--- src/rtl/fifo_read_control_pkg.sv ---
// Shared helpers for the async FIFO pointer controllers (read and write side).
package fifo_read_control_pkg;

  localparam int unsigned ADDRESS_SIZE_DEFAULT = 3;

  // Widest pointer the Gray helpers handle; callers zero-extend and truncate,
  // which is exact because leading zeros do not change either conversion.
  localparam int unsigned GRAY_MAX_W = 16;

  // Pointers carry one extra wrap bit above the RAM address.
  function automatic int unsigned ptr_width(input int unsigned asize);
    return asize + 1;
  endfunction

  function automatic logic [GRAY_MAX_W-1:0] bin2gray(input logic [GRAY_MAX_W-1:0] b);
    return (b >> 1) ^ b;
  endfunction

  // Prefix XOR from the MSB down.
  function automatic logic [GRAY_MAX_W-1:0] gray2bin(input logic [GRAY_MAX_W-1:0] g);
    logic [GRAY_MAX_W-1:0] b;
    b[GRAY_MAX_W-1] = g[GRAY_MAX_W-1];
    for (int i = GRAY_MAX_W - 2; i >= 0; i--) begin
      b[i] = b[i+1] ^ g[i];
    end
    return b;
  endfunction

endpackage

--- src/rtl/fifo_read_control_if.sv ---
// Read-side handshake and status bundle between FIFO read controller and consumer.
interface fifo_read_control_if
  import fifo_read_control_pkg::*;
#(
  parameter int unsigned address_size = ADDRESS_SIZE_DEFAULT
);

  localparam int unsigned PTR_W = ptr_width(address_size);

  logic                    read_increment;
  logic [PTR_W-1:0]        write_pointer;
  logic [address_size-1:0] read_address;
  logic [PTR_W-1:0]        read_pointer;
  logic                    read_empty;
  logic                    read_almost_empty;
  logic [PTR_W-1:0]        read_count;

  // Controller side.
  modport slave (
    input  read_increment, write_pointer,
    output read_address, read_pointer, read_empty, read_almost_empty, read_count
  );

  // Consumer / write-domain side.
  modport master (
    output read_increment, write_pointer,
    input  read_address, read_pointer, read_empty, read_almost_empty, read_count
  );

endinterface

--- src/rtl/fifo_read_control_sync_write_to_read.sv ---
// Two-flop synchronizer bringing the Gray write pointer into the read clock domain.
module sync_write_to_read #(
  parameter int unsigned WIDTH = 4
) (
  input  logic             read_clk,
  input  logic             read_reset,
  input  logic [WIDTH-1:0] i_write_pointer,
  output logic [WIDTH-1:0] o_wq2
);

  logic [WIDTH-1:0] r_wq1;
  logic [WIDTH-1:0] r_wq2;

  // Plain flop-to-flop chain; nothing may sit between the two stages.
  always_ff @(posedge read_clk or posedge read_reset) begin
    if (read_reset) begin
      r_wq1 <= '0;
      r_wq2 <= '0;
    end else begin
      r_wq1 <= i_write_pointer;
      r_wq2 <= r_wq1;
    end
  end

  assign o_wq2 = r_wq2;

endmodule

--- src/rtl/fifo_read_control.sv ---
// Read-side pointer, empty/almost-empty and fill-count controller of the async FIFO.
module fifo_read_control
  import fifo_read_control_pkg::*;
#(
  parameter int unsigned address_size       = ADDRESS_SIZE_DEFAULT,
  parameter int unsigned almost_empty_level = 1
) (
  input  logic               read_clk,
  input  logic               read_reset,
  fifo_read_control_if.slave bus
);

  localparam int unsigned PTR_W = ptr_width(address_size);

  logic [PTR_W-1:0] r_bin;
  logic [PTR_W-1:0] r_gray;
  logic [PTR_W-1:0] r_count;
  logic             r_empty;
  logic             r_almost_empty;

  logic             w_pop;
  logic [PTR_W-1:0] w_wq2;
  logic [PTR_W-1:0] w_wq2_bin;
  logic [PTR_W-1:0] w_bin_next;
  logic [PTR_W-1:0] w_gray_next;
  logic [PTR_W-1:0] w_count_next;

  sync_write_to_read #(
    .WIDTH (PTR_W)
  ) u_sync_write_to_read (
    .read_clk        (read_clk),
    .read_reset      (read_reset),
    .i_write_pointer (bus.write_pointer),
    .o_wq2           (w_wq2)
  );

  // Next pointer and status, all derived from the same post-pop pointer.
  always_comb begin
    w_pop        = bus.read_increment & ~r_empty;
    w_bin_next   = r_bin + PTR_W'(w_pop);
    w_gray_next  = PTR_W'(bin2gray(GRAY_MAX_W'(w_bin_next)));
    w_wq2_bin    = PTR_W'(gray2bin(GRAY_MAX_W'(w_wq2)));
    w_count_next = w_wq2_bin - w_bin_next;
  end

  // Pointer and status registers; full Gray equality keeps full-depth distinct from empty.
  always_ff @(posedge read_clk or posedge read_reset) begin
    if (read_reset) begin
      r_bin          <= '0;
      r_gray         <= '0;
      r_count        <= '0;
      r_empty        <= 1'b1;
      r_almost_empty <= 1'b1;
    end else begin
      r_bin          <= w_bin_next;
      r_gray         <= w_gray_next;
      r_count        <= w_count_next;
      r_empty        <= (w_gray_next == w_wq2);
      r_almost_empty <= (w_count_next <= PTR_W'(almost_empty_level));
    end
  end

  assign bus.read_address      = r_bin[address_size-1:0];
  assign bus.read_pointer      = r_gray;
  assign bus.read_count        = r_count;
  assign bus.read_empty        = r_empty;
  assign bus.read_almost_empty = r_almost_empty;

endmodule

--- src/flat_wrapper.sv ---
// flat-port wrapper written by rule: the top's interface ports become plain ports
module fifo_read_control_flat import fifo_read_control_pkg::*;
#(
  parameter int unsigned address_size       = ADDRESS_SIZE_DEFAULT,
  parameter int unsigned almost_empty_level = 1
)
  (read_clk, read_reset, bus_read_increment, bus_write_pointer, bus_read_address, bus_read_pointer, bus_read_empty, bus_read_almost_empty, bus_read_count);
  fifo_read_control_if #(.address_size(address_size)) bus_i ();
  input  logic read_clk;
  input  logic read_reset;
  input wire logic [$bits(bus_i.read_increment)-1:0] bus_read_increment;
  input wire logic [$bits(bus_i.write_pointer)-1:0] bus_write_pointer;
  output wire logic [$bits(bus_i.read_address)-1:0] bus_read_address;
  output wire logic [$bits(bus_i.read_pointer)-1:0] bus_read_pointer;
  output wire logic [$bits(bus_i.read_empty)-1:0] bus_read_empty;
  output wire logic [$bits(bus_i.read_almost_empty)-1:0] bus_read_almost_empty;
  output wire logic [$bits(bus_i.read_count)-1:0] bus_read_count;
  assign bus_i.read_increment = bus_read_increment;
  assign bus_i.write_pointer = bus_write_pointer;
  assign bus_read_address = bus_i.read_address;
  assign bus_read_pointer = bus_i.read_pointer;
  assign bus_read_empty = bus_i.read_empty;
  assign bus_read_almost_empty = bus_i.read_almost_empty;
  assign bus_read_count = bus_i.read_count;
  fifo_read_control #(.address_size(address_size), .almost_empty_level(almost_empty_level)) u_core (.read_clk(read_clk), .read_reset(read_reset), .bus(bus_i));
endmodule
--- config.mk ---
export PLATFORM = sky130hd
export DESIGN_NAME = fifo_read_control_flat
export DESIGN_NICKNAME = d
export VERILOG_FILES = /design/src/rtl/fifo_read_control_pkg.sv /design/src/rtl/fifo_read_control_if.sv /design/src/rtl/fifo_read_control_sync_write_to_read.sv /design/src/rtl/fifo_read_control.sv /design/src/flat_wrapper.sv
export SDC_FILE = /design/constraint.sdc
export NUM_CORES = 1
export LEC_CHECK = 0
export BUFFER_PORTS_ARGS = -buffer_cell sky130_fd_sc_hd__buf_2
export CAP_MARGIN = 20
export CORE_ASPECT_RATIO = 0.7
export CORE_MARGIN = 1.5
export CORE_UTILIZATION = 39
export DETAILED_ROUTE_END_ITERATION = 6
export GPL_ROUTABILITY_DRIVEN = 1
export PLACE_DENSITY = 0.59
export SYNTH_ARGS = -nofsm -noshare
export SYNTH_HDL_FRONTEND = slang
export SYNTH_SLANG_ARGS = --single-unit
--- constraint.sdc ---
create_clock -name read_clk -period 3.6 [get_ports read_clk]
set_clock_uncertainty 0.1 [all_clocks]
set_input_delay 0.72 -clock read_clk [delete_from_list [all_inputs] [get_ports read_clk]]
set_output_delay 0.72 -clock read_clk [all_outputs]
set_load 0.03 [all_outputs]
==> impl_metrics.json <==
{
  "port_buffers": 19,
  "clk_pin_slew_worst_paths_ps": 110,
  "ctsResizeCount": 0,
  "start_util": 0.413,
  "synth-seq-area-share": 0.599,
  "cts_root_buffer": "clkbuf_4",
  "synth_warnings": 0,
  "cp_top_family": "adder cells",
  "syn_area_per_cell_um2": 14.7,
  "nNetsFinal": 95,
  "gp_congestion": 0.746,
  "drc": 0,
  "setup_viol": 0,
  "cp.arrival_ps": 2940,
  "dieArea_um2": 2560,
  "synth.distinct_cells": 19,
  "dp_slack_ps": 465,
  "post-route-util": 0.487,
  "cts_sinks": 21,
  "startpoint": "bus_read_increment",
  "grt_pass1_wl_mm": 2.01,
  "totalWireLength_mm": 1.23,
  "endpoint_kind": "flop",
  "fillCellCount": 203,
  "die_w_um": 59.8,
  "cp.depth": 11,
  "clk_path_buf_depth": 2,
  "fin_ws_ps": 803,
  "via_per_inst": 4.19,
  "core_area_um2": 2140,
  "synth_area_um2": 882,
  "dr.pass1.iters": 2,
  "hold_class": "flop to flop",
  "ff2ff_path_depth": 10,
  "cts_buffers": 3,
  "grt_pass1_vias": 436,
  "num_rows": 14,
  "cts_tree": "yes",
  "insertion_delay_ps": 300,
  "multi_input_area_um2": 328,
  "worstPathBufferInverterCount": 2,
  "die_height_um": 42.8,
  "worstHoldStart": "u_core.u_sync_write_to_read.r_wq1[2]",
  "final-max-slew-violation-count": 0,
  "slew_headroom": 0.496,
  "status": "finished, final reports clean",
  "drv_cap": 0,
  "path_cells": "buf_2 -> nor2b_1 -> ha_1 -> ha_1 -> xor2_1 -> inv_1 -> ha_1 -> or3b_2 -> o311ai_4 -> xnor2_1 -> nor3_2",
  "post-dp-hpwl_um": 919,
  "tightest_slew_ps": 756,
  "max_stage_delay_ps": 480,
  "syn_inst": 60,
  "whs_path_depth": 0,
  "path_common_cell": "ha_1",
  "cts_hold_buf": 0,
  "cp_data_required_time_ps": 3740,
  "vias": 478,
  "overflow": 0,
  "drt_iter0_drc": 4,
  "htreeDepth": 1,
  "synth_nets": 72,
  "fin_crit_ps": 2800,
  "start_kind": "input pin",
  "crit_slowest_cell": "or3b_2",
  "antenna_cells": 0,
  "setup_tns_ps": 0,
  "ys_ff_latch": 21,
  "grt_max_degree": 22,
  "gr-usage-all-layers": 0.116,
  "finalHoldViolCount": 0,
  "seqCellArea_um2": 528,
  "cp_max_fo": 4,
  "critical_path_class": "input pin to flop",
  "timing.fmax_ghz": 0.358,
  "ant_nets": 0,
  "drive_gt1_frac": 0.341,
  "num_io_pins": 20,
  "holdWs_ps": 259,
  "r2r_start": "u_core.bus.read_empty",
  "antenna_found_initial": 0,
  "area_growth_pct": 17.9,
  "cts_setup_buffers": 0,
  "mostFrequentLayoutCells": "buf_2 (19), dfrtp_1 (19), xor2_1 (9)",
  "post-route-period-util": 0.777,
  "rsz0062_at_grt": "no",
  "routedWlPerCell_um": 10.7
}
==> per-stage QoR <==
| step | instances | cell area, um^2 |
|---|---|---|
| global placement | 110 | 1010 |
| detailed placement | 110 | 1010 |
| floorplan | 60 | 882 |
| CTS | 114 | 1040 |
| global route | 114 | 1040 |
| finish | 114 | 1040 |
==> per-layer routing <==
layer | up-vias | wire length [um] | GRT usage
met5 | - | 0 | 0
met1 | 222 | 559 | 0.146
li1 | 237 | - | -
met3 | 2 | 102 | 0.0671
met2 | 17 | 544 | 0.161
met4 | 0 | 19 | 0.0533
==> flip-flops by register name, summed over array words and instances, names as in the netlist <==
register                           cells
u_core.bus.read_almost_empty           1
u_core.bus.read_count                  4
u_core.bus.read_empty                  1
u_core.bus.read_pointer                3
u_core.u_sync_write_to_read.r_wq1      4
u_core.u_sync_write_to_read.o_wq2      4
u_core.r_bin                           4
==> cell usage after synthesis, drive strengths merged <==
| master | instances | area (um^2) |
|---|---|---|
| dfrtp | 19 | 475 |
| xor2 | 9 | 78.8 |
| inv | 6 | 22.5 |
| ha | 5 | 62.6 |
| xnor2 | 5 | 43.8 |
| dfstp | 2 | 52.6 |
| nand3 | 2 | 10.0 |
| xnor3 | 2 | 46.3 |
| a211oi | 1 | 7.51 |
| a21boi | 1 | 7.51 |
| and2 | 1 | 6.26 |
| clkbuf | 1 | 3.75 |
| nor2b | 1 | 6.26 |
| nor3 | 1 | 10.0 |
| o21bai | 1 | 7.51 |
| o311ai | 1 | 26.3 |
| or3 | 1 | 6.26 |
| or3b | 1 | 8.76 |
==> final cells by class <==
cell class | count | area share
inverters | 6 | 0.0217
multi-input cells | 32 | 0.315
flip-flops and latches | 21 | 0.508
repair buffers | 19 | 0.0915
well taps | 32 | 0.0385
clock buffers | 4 | 0.0253
==> path summary, 6_finish.rpt <==
| path | to | slack (ps) |
|---|---|---|
| setup reg to reg | u_core.bus.read_almost_empty | 850 |
| setup / recovery | u_core.bus.read_almost_empty | 800 |
| hold reg to reg | u_core.u_sync_write_to_read.o_wq2[2] | 260 |
| hold / removal | u_core.u_sync_write_to_read.o_wq2[2] | 260 |
| max in group asynchronous | u_core.bus.read_count[1] | 2500 |
| min in group asynchronous | u_core.bus.read_count[0] | 430 |
==> cells by family (layout without fill, tap and decap cells) <==
group                      count (synthesis)  count (layout)  share of synthesized area
DFF                                       21              21                      0.599
xor gates and xnor gates                  16              16                      0.191
and+or+nand+nor                            7               7                     0.0539
buffers and inverters                      7              29                     0.0298
adders and majority gates                  5               5                     0.0709
AOI/OAI and AO/OA                          4               4                     0.0553
Power is left out: the tool's default activity adds up to more than one toggle a clock period on the data nets, which glitch-free logic cannot reach.
